### src/rtl/mau_pkg.sv
// Shared definitions for the memory access unit: request size codes,
// response fault codes, controller state encoding and the store/load
// byte-enable pattern helper.
package mau_pkg;

   localparam logic [1:0] SZ_BYTE = 2'b00;
   localparam logic [1:0] SZ_HALF = 2'b01;
   localparam logic [1:0] SZ_WORD = 2'b10;

   localparam logic [1:0] FLT_NONE  = 2'b00;
   localparam logic [1:0] FLT_ALIGN = 2'b01;
   localparam logic [1:0] FLT_RANGE = 2'b10;

   typedef enum logic [1:0] {
      IDLE   = 2'b00,
      ACCESS = 2'b01,
      RESP   = 2'b10
   } state_t;

   // Byte lanes touched by an aligned access of the given size at the given
   // byte offset within the word.
   function automatic logic [3:0] byte_en(input logic [1:0] size, input logic [1:0] off);
      logic [3:0] be;
      be = 4'b0000;
      case (size)
         SZ_BYTE: be = 4'b0001 << off;
         SZ_HALF: be = off[1] ? 4'b1100 : 4'b0011;
         SZ_WORD: be = 4'b1111;
         default: be = 4'b0000;
      endcase
      return be;
   endfunction

endpackage

### src/rtl/mau_lane_ext.sv
// Load lane selection and sign/zero extension.
// Ports:
//   i_dout     - raw 32-bit word read from data memory
//   i_offset   - byte offset of the access within the word (assumed aligned)
//   i_size     - access size code
//   i_unsigned - 1 = zero-extend, 0 = sign-extend
//   o_data     - right-justified, extended load result
module mau_lane_ext
   import mau_pkg::*;
(
   input  logic [31:0] i_dout,
   input  logic [1:0]  i_offset,
   input  logic [1:0]  i_size,
   input  logic        i_unsigned,
   output logic [31:0] o_data
);

   logic [7:0]  w_byte;
   logic [15:0] w_half;

   always_comb begin
      w_byte = i_dout[7:0];
      case (i_offset)
         2'd0: w_byte = i_dout[7:0];
         2'd1: w_byte = i_dout[15:8];
         2'd2: w_byte = i_dout[23:16];
         2'd3: w_byte = i_dout[31:24];
         default: w_byte = i_dout[7:0];
      endcase
      // Halves are only legal at offsets 0 and 2, so offset[1] picks the lane.
      w_half = i_offset[1] ? i_dout[31:16] : i_dout[15:0];
   end

   always_comb begin
      o_data = i_dout;
      case (i_size)
         SZ_BYTE: o_data = {{24{~i_unsigned & w_byte[7]}}, w_byte};
         SZ_HALF: o_data = {{16{~i_unsigned & w_half[15]}}, w_half};
         default: o_data = i_dout;
      endcase
   end

endmodule

### src/rtl/mem_access_unit.sv
// Load/store unit in front of the data memory. Takes one request at a time,
// checks alignment and range, performs a single-cycle dm access and returns
// the load result or a fault code over a valid/ready response channel.
// Ports:
//   clk, rst                        - clock, synchronous active-high reset
//   req_valid/req_ready             - request handshake
//   req_we/size/unsigned/addr/wdata - request fields
//   resp_valid/resp_ready           - response handshake
//   resp_rdata/resp_fault           - response payload
//   dm_we/be/addr/din, dm_dout      - data memory interface
//
// state  | meaning
// IDLE   | ready for a request; fault check on the incoming request
// ACCESS | single dm cycle: write strobes or load capture
// RESP   | response held until the core accepts it
module mem_access_unit
   import mau_pkg::*;
#(
   parameter int ADDR_W = 7
)(
   input  logic              clk,
   input  logic              rst,
   input  logic              req_valid,
   output logic              req_ready,
   input  logic              req_we,
   input  logic [1:0]        req_size,
   input  logic              req_unsigned,
   input  logic [31:0]       req_addr,
   input  logic [31:0]       req_wdata,
   output logic              resp_valid,
   input  logic              resp_ready,
   output logic [31:0]       resp_rdata,
   output logic [1:0]        resp_fault,
   output logic              dm_we,
   output logic [3:0]        dm_be,
   output logic [ADDR_W-1:0] dm_addr,
   output logic [31:0]       dm_din,
   input  logic [31:0]       dm_dout
);

   state_t              r_state, w_state_nxt;
   logic                r_we;
   logic [1:0]          r_size;
   logic                r_uns;
   logic [1:0]          r_off;
   logic [ADDR_W-1:0]   r_dm_addr;
   logic [31:0]         r_dm_din;
   logic [31:0]         r_resp_rdata;
   logic [1:0]          r_resp_fault;
   logic [1:0]          w_fault;
   logic                w_accept;
   logic [31:0]         w_ld_data;

   // Alignment outranks range.
   always_comb begin
      w_fault = FLT_NONE;
      if ((req_size == 2'b11) ||
          (req_size == SZ_HALF && req_addr[0]) ||
          (req_size == SZ_WORD && req_addr[1:0] != 2'b00))
         w_fault = FLT_ALIGN;
      else if (req_addr[31:ADDR_W+2] != '0)
         w_fault = FLT_RANGE;
   end

   assign w_accept = req_valid && (r_state == IDLE);

   always_ff @(posedge clk) begin
      if (rst) r_state <= IDLE;
      else     r_state <= w_state_nxt;
   end

   always_comb begin
      w_state_nxt = r_state;
      req_ready   = 1'b0;
      resp_valid  = 1'b0;
      dm_be       = 4'b0000;
      case (r_state)
         IDLE: begin
            req_ready = 1'b1;
            if (req_valid) w_state_nxt = (w_fault != FLT_NONE) ? RESP : ACCESS;
         end
         ACCESS: begin
            dm_be       = byte_en(r_size, r_off);
            w_state_nxt = RESP;
         end
         RESP: begin
            resp_valid = 1'b1;
            if (resp_ready) w_state_nxt = IDLE;
         end
         default: w_state_nxt = IDLE;
      endcase
   end

   // Gate with rst so a store colliding with reset never reaches memory.
   assign dm_we = (r_state == ACCESS) && r_we && !rst;

   mau_lane_ext u_lane_ext (
      .i_dout     (dm_dout),
      .i_offset   (r_off),
      .i_size     (r_size),
      .i_unsigned (r_uns),
      .o_data     (w_ld_data)
   );

   always_ff @(posedge clk) begin
      if (rst) begin
         r_we         <= 1'b0;
         r_size       <= SZ_BYTE;
         r_uns        <= 1'b0;
         r_off        <= 2'b00;
         r_dm_addr    <= '0;
         r_dm_din     <= '0;
         r_resp_rdata <= '0;
         r_resp_fault <= FLT_NONE;
      end else begin
         if (w_accept) begin
            r_we         <= req_we;
            r_size       <= req_size;
            r_uns        <= req_unsigned;
            r_off        <= req_addr[1:0];
            r_resp_rdata <= '0;
            r_resp_fault <= w_fault;
            // A faulting request never touches dm, so its address/data lines keep their last values.
            if (w_fault == FLT_NONE) begin
               r_dm_addr <= req_addr[ADDR_W+1:2];
               r_dm_din  <= req_wdata;
            end
         end
         if (r_state == ACCESS)
            r_resp_rdata <= r_we ? 32'h0 : w_ld_data;
      end
   end

   assign dm_addr    = r_dm_addr;
   assign dm_din     = r_dm_din;
   assign resp_rdata = r_resp_rdata;
   assign resp_fault = r_resp_fault;

endmodule

### config.mk
export PLATFORM = sky130hd
export DESIGN_NAME = mem_access_unit
export DESIGN_NICKNAME = d
export VERILOG_FILES = /design/src/rtl/mau_pkg.sv /design/src/rtl/mau_lane_ext.sv /design/src/rtl/mem_access_unit.sv
export SDC_FILE = /design/constraint.sdc
export NUM_CORES = 1
export LEC_CHECK = 0
export CAP_MARGIN = 20
export CORE_MARGIN = 2
export CORE_UTILIZATION = 45
export CTS_CLUSTER_SIZE = 12
export DETAILED_ROUTE_END_ITERATION = 10
export GPL_ROUTABILITY_DRIVEN = 0
export HOLD_SLACK_MARGIN = 0.15
export PLACE_DENSITY = 0.92
export RECOVER_POWER = 25
export REMOVE_ABC_BUFFERS = 1
export SLEW_MARGIN = 20
export SYNTH_ARGS = -nofsm -noshare
export SYNTH_HDL_FRONTEND = slang
export SYNTH_SLANG_ARGS = --single-unit
### constraint.sdc
create_clock -name clk -period 2.5 [get_ports clk]
set_input_delay 0.375 -clock clk [delete_from_list [all_inputs] [get_ports clk]]
set_output_delay 0.375 -clock clk [all_outputs]
set_load 0.01 [all_outputs]
==> results of run 1 <==
## final cells by class
type                            count  area, um2  share of cell area, %
Clock buffer                       11      151.4                  2.521
Clock inverter                      3      65.06                  1.084
Inverter                            4      15.01                 0.2501
Multi-Input combinational cell    315       2108                  35.11
Sequential cell                    81       1622                  27.01
Tap cell                          105      131.4                  2.188
Timing Repair Buffer              191       1912                  31.84
## power by group
part	total [uW]	internal, uW	switching [uW]
combinational	416	239	177
clock	1060	605	451
sequential	1310	1300	9.75
## cells in the final DEF (no fill, tap or decap), types with 15 or more instances in the layout
cell / netlist / layout
sky130_fd_sc_hd__dfxtp_1: 81 / 81
sky130_fd_sc_hd__nand2b_1: 80 / 80
sky130_fd_sc_hd__dlygate4sd3_1: 0 / 32
sky130_fd_sc_hd__clkdlybuf4s50_1: 0 / 150
sky130_fd_sc_hd__a21oi_1: 35 / 35
sky130_fd_sc_hd__mux2i_1: 41 / 41
sky130_fd_sc_hd__a221oi_1: 15 / 15
sky130_fd_sc_hd__a22oi_1: 17 / 17
sky130_fd_sc_hd__nand2_1: 44 / 44
## state kept, by name (all words and copies together), names as in the netlist
name	flops
r_state	2
r_off	2
r_size	2
resp_fault	2
dm_addr	7
dm_din	32
resp_rdata	32
r_we	1
r_uns	1
## cell families after synthesis
logic type             after synthesis  synth area share, %
AOI/OAI and AO/OA                  108                18.38
buffers and inverters               37                4.515
and+or+nand+nor                    165                24.53
DFF                                 81                41.50
muxes                               42                11.08
## per-layer routing
metal  share of wire, %  track usage, %  vias up
met2                 48           40.65      244
li1                   -               -     1861
met4                1.4           8.126        0
met1                 38           28.21     1763
met3                 13           8.633       19
met5                  0               0        -
## metrics by stage
stage / TNS [ps] / instances / area [um2]
global placement: 0 / 696 / 5793
detailed placement: 0 / 696 / 5793
global route: 0 / 710 / 6005
finish: 0 / 710 / 6005
CTS: 0 / 710 / 6010
floorplan: -22820 / 400 / 3746
## critical path: cells and delay by family, from the launching register on
kind            cells  cell delay, ps
simple gates        1             190
buf+inv             1             550
compound gates      2             390
flops               1             450
## worst max path at each step
| stage | slack (ps) | to | from |
|---|---|---|---|
| after global placement | 330 | dm_din[24] | req_addr[19] |
| after CTS | 190 | dm_be[3] | r_state[0] |
| after global routing | 100 | dm_be[2] | r_state[0] |
| after floorplan | -660 | r_state[0] | req_addr[25] |
| final | 210 | dm_be[3] | r_state[0] |
| after detailed placement | 220 | dm_din[18] | req_addr[19] |
==> run summary, run 1 <==
The clock passes through at most 2 buffers. For the combined global-route utilization of all metal layers, the log shows 24.03%. The tools report the worst max-slew margin expressed relative to the limit as 32.71%. The type of the worst setup path is flop to output port. Once the floorplan was initialized, standard cells occupied 47.08% of the core. The number of buffers inserted by post-CTS setup repair was 0. The worst setup path is captured at an output port. Setup slack closes at 211.0 ps.

By count the netlist is led by 81 x sky130_fd_sc_hd__dfxtp_1, 80 x sky130_fd_sc_hd__nand2b_1, 44 x sky130_fd_sc_hd__nand2_1. The count of buffers added on input and output ports is 183. The logs give 223.1 ps for the worst slack at placement and 0 for the number of max-capacitance violations reported. Summed over its instances, the top area cell type makes up 41.50% of the synthesized netlist area. The logs give 9445 um2 for the die area and 184 for the count of boundary I/O pins. The worst-path maximum fanout came out at 6.

The number of buffers inserted during clock tree synthesis was 9. The final hold violation count is 0, and the leakage component of the power is 0.002141 uW. Using the TritonRoute via totals, the vias-per-cell ratio works out to 5.475.

For the total number of nets in the final design, the log shows 706. The clock drives 81 sinks. The achievable clock frequency was 436.9 MHz. The most used standard cell by instance count after synthesis is sky130_fd_sc_hd__dfxtp_1. The tools report the initial antenna violation count as 0. The number of antenna diodes in the final layout is 0. The area growth from synthesis to layout is 53.67%. Die outline height: 97.19 um. sky130_fd_sc_hd__dfxtp_1 takes more of the synthesized area than any other cell.

The logs give 0 for the max-slew violation count and 617 for the fill cell total of the finished layout. Setup repair after global routing left no endpoint under its margin. The H-tree generated during clock tree synthesis spans 3 levels. The total number of yosys warnings was 0; the global-route wire length before repair was 18690 um. For the post-synth design cell area, the log shows 3907 um2. Row generation in the floorplan step produced 33 rows.

Cells fill 72.35% of the core in the end. After detailed routing, the number of remaining DRC violations is 0. Post-route minimum period: 2289 ps. The prevailing post-synth register cell is sky130_fd_sc_hd__dfxtp_1. The launch instance of the worst register-to-register path is r_off[1]. For this run, the register share of the synthesized area comes to 41.50%.

The worst hold path terminates at resp_rdata[7]. Counting every instance in the synthesized netlist gives 433. The tools report the number of global-route vias before repair as 3791. STA puts the critical path data required time at 2120 ps. Across the VDD grid, the largest voltage drop is 310.9 uV.

Library cell contributing the largest single delay on the critical path: sky130_fd_sc_hd__clkdlybuf4s50_1. On the final layout, the worst hold slack is 456.3 ps. STA classifies the critical path startpoint as a flop.

The worst hold path passes through 2 cells. The clock latency on the worst-skew pair was 340 ps. Yosys mapped a number of flops with a built-in enable equal to 0.

The die is 97.19 um wide. The average cell area after synthesis is 9.024 um2. The count of nets left with antenna violations once routing finished came out at 0. The number of distinct library cells after synthesis is 39, and the overall routed net length is 11410 um. The root cell of the clock tree was sky130_fd_sc_hd__clkbuf_8.

STA puts the critical path data arrival time at 1910 ps. The worst hold path begins at resp_rdata[7]. The register-to-register path setup slack came out at 690 ps.

Once the clock tree was built, the resizer swapped 0 gates to a different size. In this run, synthesis produced a sequential element count of 81. The signal on the critical path passes through nand2b_1, a21o_1, a21oi_1, clkdlybuf4s50_1. In the final routed layout, each cell accounts on average for 16.07 um. The clock slew at the register clock pins of the worst setup and hold paths was 80 ps; the number of hold-repair buffers added at the cts stage was 0. In this design, the stage delay of the slowest critical-path cell is 550 ps. After layout, the worst path uses 91.56% of the clock period.

The sum of internal, switching and leakage power came out at 2780 uW. TritonCTS built the clock tree. The worst hold path belongs to the class flop to flop.

The total power per unit cell area is 462.9 nW/um2. Setup violations remaining at the end of the flow were counted as 0. The worst reg-to-reg path cell count is 4, and the share of cells above drive strength 1 is 6.942%.

The tools report the total iterations of the first detailed-routing run as 5. After synthesis, the share of flip-flops with an asynchronous set or reset is 0%. The clock skew after layout was 12.41 ps. By area the synthesized netlist is led by sky130_fd_sc_hd__dfxtp_1 41%, sky130_fd_sc_hd__nand2b_1 13%, sky130_fd_sc_hd__mux2i_1 11%, sky130_fd_sc_hd__a21oi_1 4.5%, sky130_fd_sc_hd__nand2_1 4.2%. The floorplan step defined a core boundary enclosing 8299 um2.

After legalization and detailed placement, the total HPWL measured 8516 um. The pin count of the biggest net entering global routing came out at 114. At the pin with the least slew margin, the transition time is 1007 ps. The destination of the worst register-to-register timing path is resp_rdata[12]. The flow ran to the end, and the final reports show no timing, DRC or antenna violations.

The detailed router finished its first iteration with 176 violations. For the sum of overflow across all layers after global routing, the log shows 0. For the via count of the routed design, the log shows 3887.
Power figures use the tool's default switching activity.
==> run 2, diff against run 1 <==
- CAP_MARGIN: 20 -> not set
- CELL_PAD_IN_SITES_DETAIL_PLACEMENT: not set -> 0
- CELL_PAD_IN_SITES_GLOBAL_PLACEMENT: not set -> 1
- CORE_UTILIZATION: 45 -> 32
- PLACE_DENSITY: 0.92 -> 0.91
==> run 2 against run 1 <==
  * Maximum frequency down 1.1%
  * Count of clock-buffer cells in the layout decreased by 2
  * Critical path depth stayed put
  * Combinational power about the same
  * Clock skew down 7.4 ps
  * Utilization shrank 21 points
  * Register-to-register slack about the same
  * Final area grew 1.5%
  * Routed wire length rose by 2.7%
  * Clock power is 8% higher
  * Sequential cell count unchanged
==> run summary, run 2 (synthesis results as in run 1) <==
The logs give 11720 um (was 11410 um) for the overall routed net length and 708 (was 706) for the total number of nets in the final design. The logs give 8829 um (was 8516 um) for the post-detailed-placement half-perimeter wirelength and 0.002168 uW (was 0.002141 uW) for the leakage component of the power. The tools report the count of cells resized by post-cts repair as 0 (unchanged). The routed length per placed instance came out at 15.54 um (was 16.07 um). The run gives 149.7 ps (was 223.1 ps) as the worst slack at placement. The number of design rule violations left after detail routing was 0 (unchanged); the register-to-register path setup slack was 690 ps (about the same). The worst-path maximum fanout works out to 6 (unchanged). Post-route minimum period: 2314 ps (was 2289 ps). The buffering stage count on the worst path with inverters included came out at 1 (unchanged). For the total iterations of the first detailed-routing run, the log shows 5 (unchanged).

The share of cells above drive strength 1 is 7.249% (was 6.942%), and the die outline height is 114.5 um (was 97.19 um). For the achievable clock frequency, the log shows 432.2 MHz (was 436.9 MHz). The type of the worst setup path is flop to output port (unchanged). Root cell of the clock tree: sky130_fd_sc_hd__clkbuf_16 (was sky130_fd_sc_hd__clkbuf_8). Ratio of routed vias to standard cells: 5.060 (was 5.475). The number of buffers inserted during clock tree synthesis is 9 (unchanged).

The die area came out at 13110 um2 (was 9445 um2). The tools report the number of buffers inserted by post-CTS setup repair as 0 (unchanged). TritonCTS built the clock tree. The tools report the worst-case setup margin in the final layout as 186.3 ps (was 211.0 ps). End point of the critical path: dm_be[3] (unchanged). The tools report the violation count after the first detailed-routing iteration as 192 (was 176).

The worst hold path startpoint was resp_rdata[15] (was resp_rdata[7]). The sum of overflow across all layers after global routing was 0 (unchanged); the total number of H-tree levels was 3 (unchanged). The row count is 40 (was 33), and the total setup violations reported at the end of the flow is 0 (unchanged). The count of boundary I/O pins was 184 (unchanged). The tools report the worst setup path startpoint as r_state[0] (unchanged). The run gives 81 (unchanged) as the number of clock sinks.

Crit-path cells: nand2b_1, a21o_1, a21oi_1, clkdlybuf4s50_1 (unchanged). The layer with the highest usage is met2 (unchanged). The run gives 4.990 ps (was 12.41 ps) as the clock skew after layout. The kind of cell adding the most delay to the critical path is buffers and inverters (unchanged). Met2 usage: 29.35% (was 40.65%).

Clock slew at the register clock pins of the worst setup and hold paths: 60 ps (was 80 ps). The final period utilization is 92.55% (was 91.56%), and the clock latency on the worst-skew pair is 330 ps (was 340 ps). The logs give 26.66% (was 32.71%) for the worst max-slew margin expressed relative to the limit and 1940 ps (was 1910 ps) for the signal arrival time at the worst endpoint.

The run finished with clean final reports. The initial standard-cell utilization of the core was 32.67% (was 47.08%); the maximum single-stage delay on the critical path was 570 ps (was 550 ps). Required time at the endpoint of the critical path: 2120 ps (about the same).

The number of global-route vias before repair came out at 3768 (was 3791). The class of the most critical hold timing path is flop to flop (unchanged). Worst vdd rail ir drop: 242.7 uV (was 310.9 uV). The logic depth of the worst path, buffers included was 4 (unchanged); the routing usage on met3 was 5.823% (was 8.633%). The run gives 3815 (was 3887) as the via count of the routed design. The initial antenna violation count is 1 (was 0), and the max-slew violation count is 0 (unchanged). The remaining antenna violation count was 0 (unchanged); the number of hold-repair buffers added at the cts stage was 0 (unchanged). The area of the core region was 11960 um2 (was 8299 um2); the sum of internal, switching and leakage power was 2865 uW (was 2780 uW). The signed area change from the synthesized netlist to the final layout came out at 55.94% (was 53.67%). The most common library cell in the layout ignoring fill and taps is sky130_fd_sc_hd__clkdlybuf4s50_1 (unchanged). The logs give 18620 um (was 18690 um) for the global-route wire length before repair and 0 (unchanged) for the antenna diode count. Setup repair after global routing left no endpoint under its margin. Launch instance of the worst register-to-register path: r_state[0] (was r_off[1]). The maximum buffer depth of the clock tree was 2 (unchanged). Commonest cells after routing, fill and taps aside: 150 x sky130_fd_sc_hd__clkdlybuf4s50_1, 81 x sky130_fd_sc_hd__dfxtp_1, 80 x sky130_fd_sc_hd__nand2b_1, 44 x sky130_fd_sc_hd__nand2_1, 41 x sky130_fd_sc_hd__mux2i_1 (unchanged).

Transition time at the pin with the least slew margin: 1098 ps (was 1007 ps). The logs give 94 (was 114) for the pin count of the biggest net entering global routing and 0 (unchanged) for the number of max-capacitance violations reported. The nature of the critical path startpoint is a flop (unchanged). The worst reg-to-reg path cell count works out to 4 (unchanged). The final hold violation count is 0 (unchanged).

The destination of the worst register-to-register timing path is resp_rdata[26] (was resp_rdata[12]). The met1 routing resource usage after global routing was 21.24% (was 28.21%). The total power per unit cell area is 470.3 nW/um2 (was 462.9 nW/um2). The type of destination of the critical path was an output port (unchanged). The width of the die is 114.5 um (was 97.19 um), and the count of port buffers added during placement is 183 (unchanged). The tools report the combined global-route utilization of all metal layers as 17.92% (was 24.03%). Library cell contributing the largest single delay on the critical path: sky130_fd_sc_hd__clkdlybuf4s50_1 (unchanged).

Utilization after layout: 50.94% (was 72.35%).
run 2: cell types whose count changed in the layout (fill, tap and decap cells not counted), sizes merged:
cell / previous run / this run
bufinv: 2 / 0
buf: 9 / 11
clkinv: 1 / 5
clkbuf: 11 / 9
run 2: how the worst min path moves through the flow:
stage                     cells after the start        endpoint
after global routing                          2  resp_rdata[14]
after floorplan                               2           r_uns
after detailed placement                      2  resp_rdata[13]
final                                         2  resp_rdata[15]
after global placement                        2  resp_rdata[14]
after CTS                                     2  resp_rdata[13]
run 2: where the power goes:
| group | leakage, uW | total [uW] | switching [uW] | internal (uW) |
|---|---|---|---|---|
| clock | 0.000130 | 1140 | 490 | 651 |
| sequential | 0.000654 | 1310 | 9.96 | 1300 |
| combinational | 0.00138 | 414 | 174 | 240 |
| total | 0.00217 | 2870 | 674 | 2190 |
run 2: cell type report:
| class | count | area, um2 |
|---|---|---|
| multi-input cells | 315 | 2108 |
| repair buffers | 193 | 1914 |
| flip-flops and latches | 81 | 1622 |
| well taps | 147 | 183.9 |
| fillers | 1100 | 5868 |
| clock inverters | 5 | 25.02 |
| inverters | 4 | 15.01 |
| clock buffers | 9 | 225.2 |
run 2: tightest hold or removal path: stages, from the launching register on:
cell                      delay (ps)
sky130_fd_sc_hd__dfxtp_1         320
sky130_fd_sc_hd__nand2_1          50
sky130_fd_sc_hd__o31ai_1          50
run 2: per-layer routing:
| layer | wire length, um | share of wire (%) | up-vias |
|---|---|---|---|
| met5 | 13 | 0.11 | - |
| met4 | 312 | 2.7 | 2 |
| met3 | 1007 | 8.6 | 29 |
| met2 | 5440 | 46 | 168 |
| met1 | 4943 | 42 | 1748 |
| li1 | - | - | 1868 |
run 2: through the flow:
stage                     TNS, ps  hold WS [ps]  cell area, um2  cells
final                           0         443.6            6093    754
after global routing            0         465.7            6093    754
after CTS                       0         450.7            6098    754
after detailed placement        0         442.7            5848    740
after global placement          0         438.9            5848    740
after floorplan            -22820         444.1            3746    400
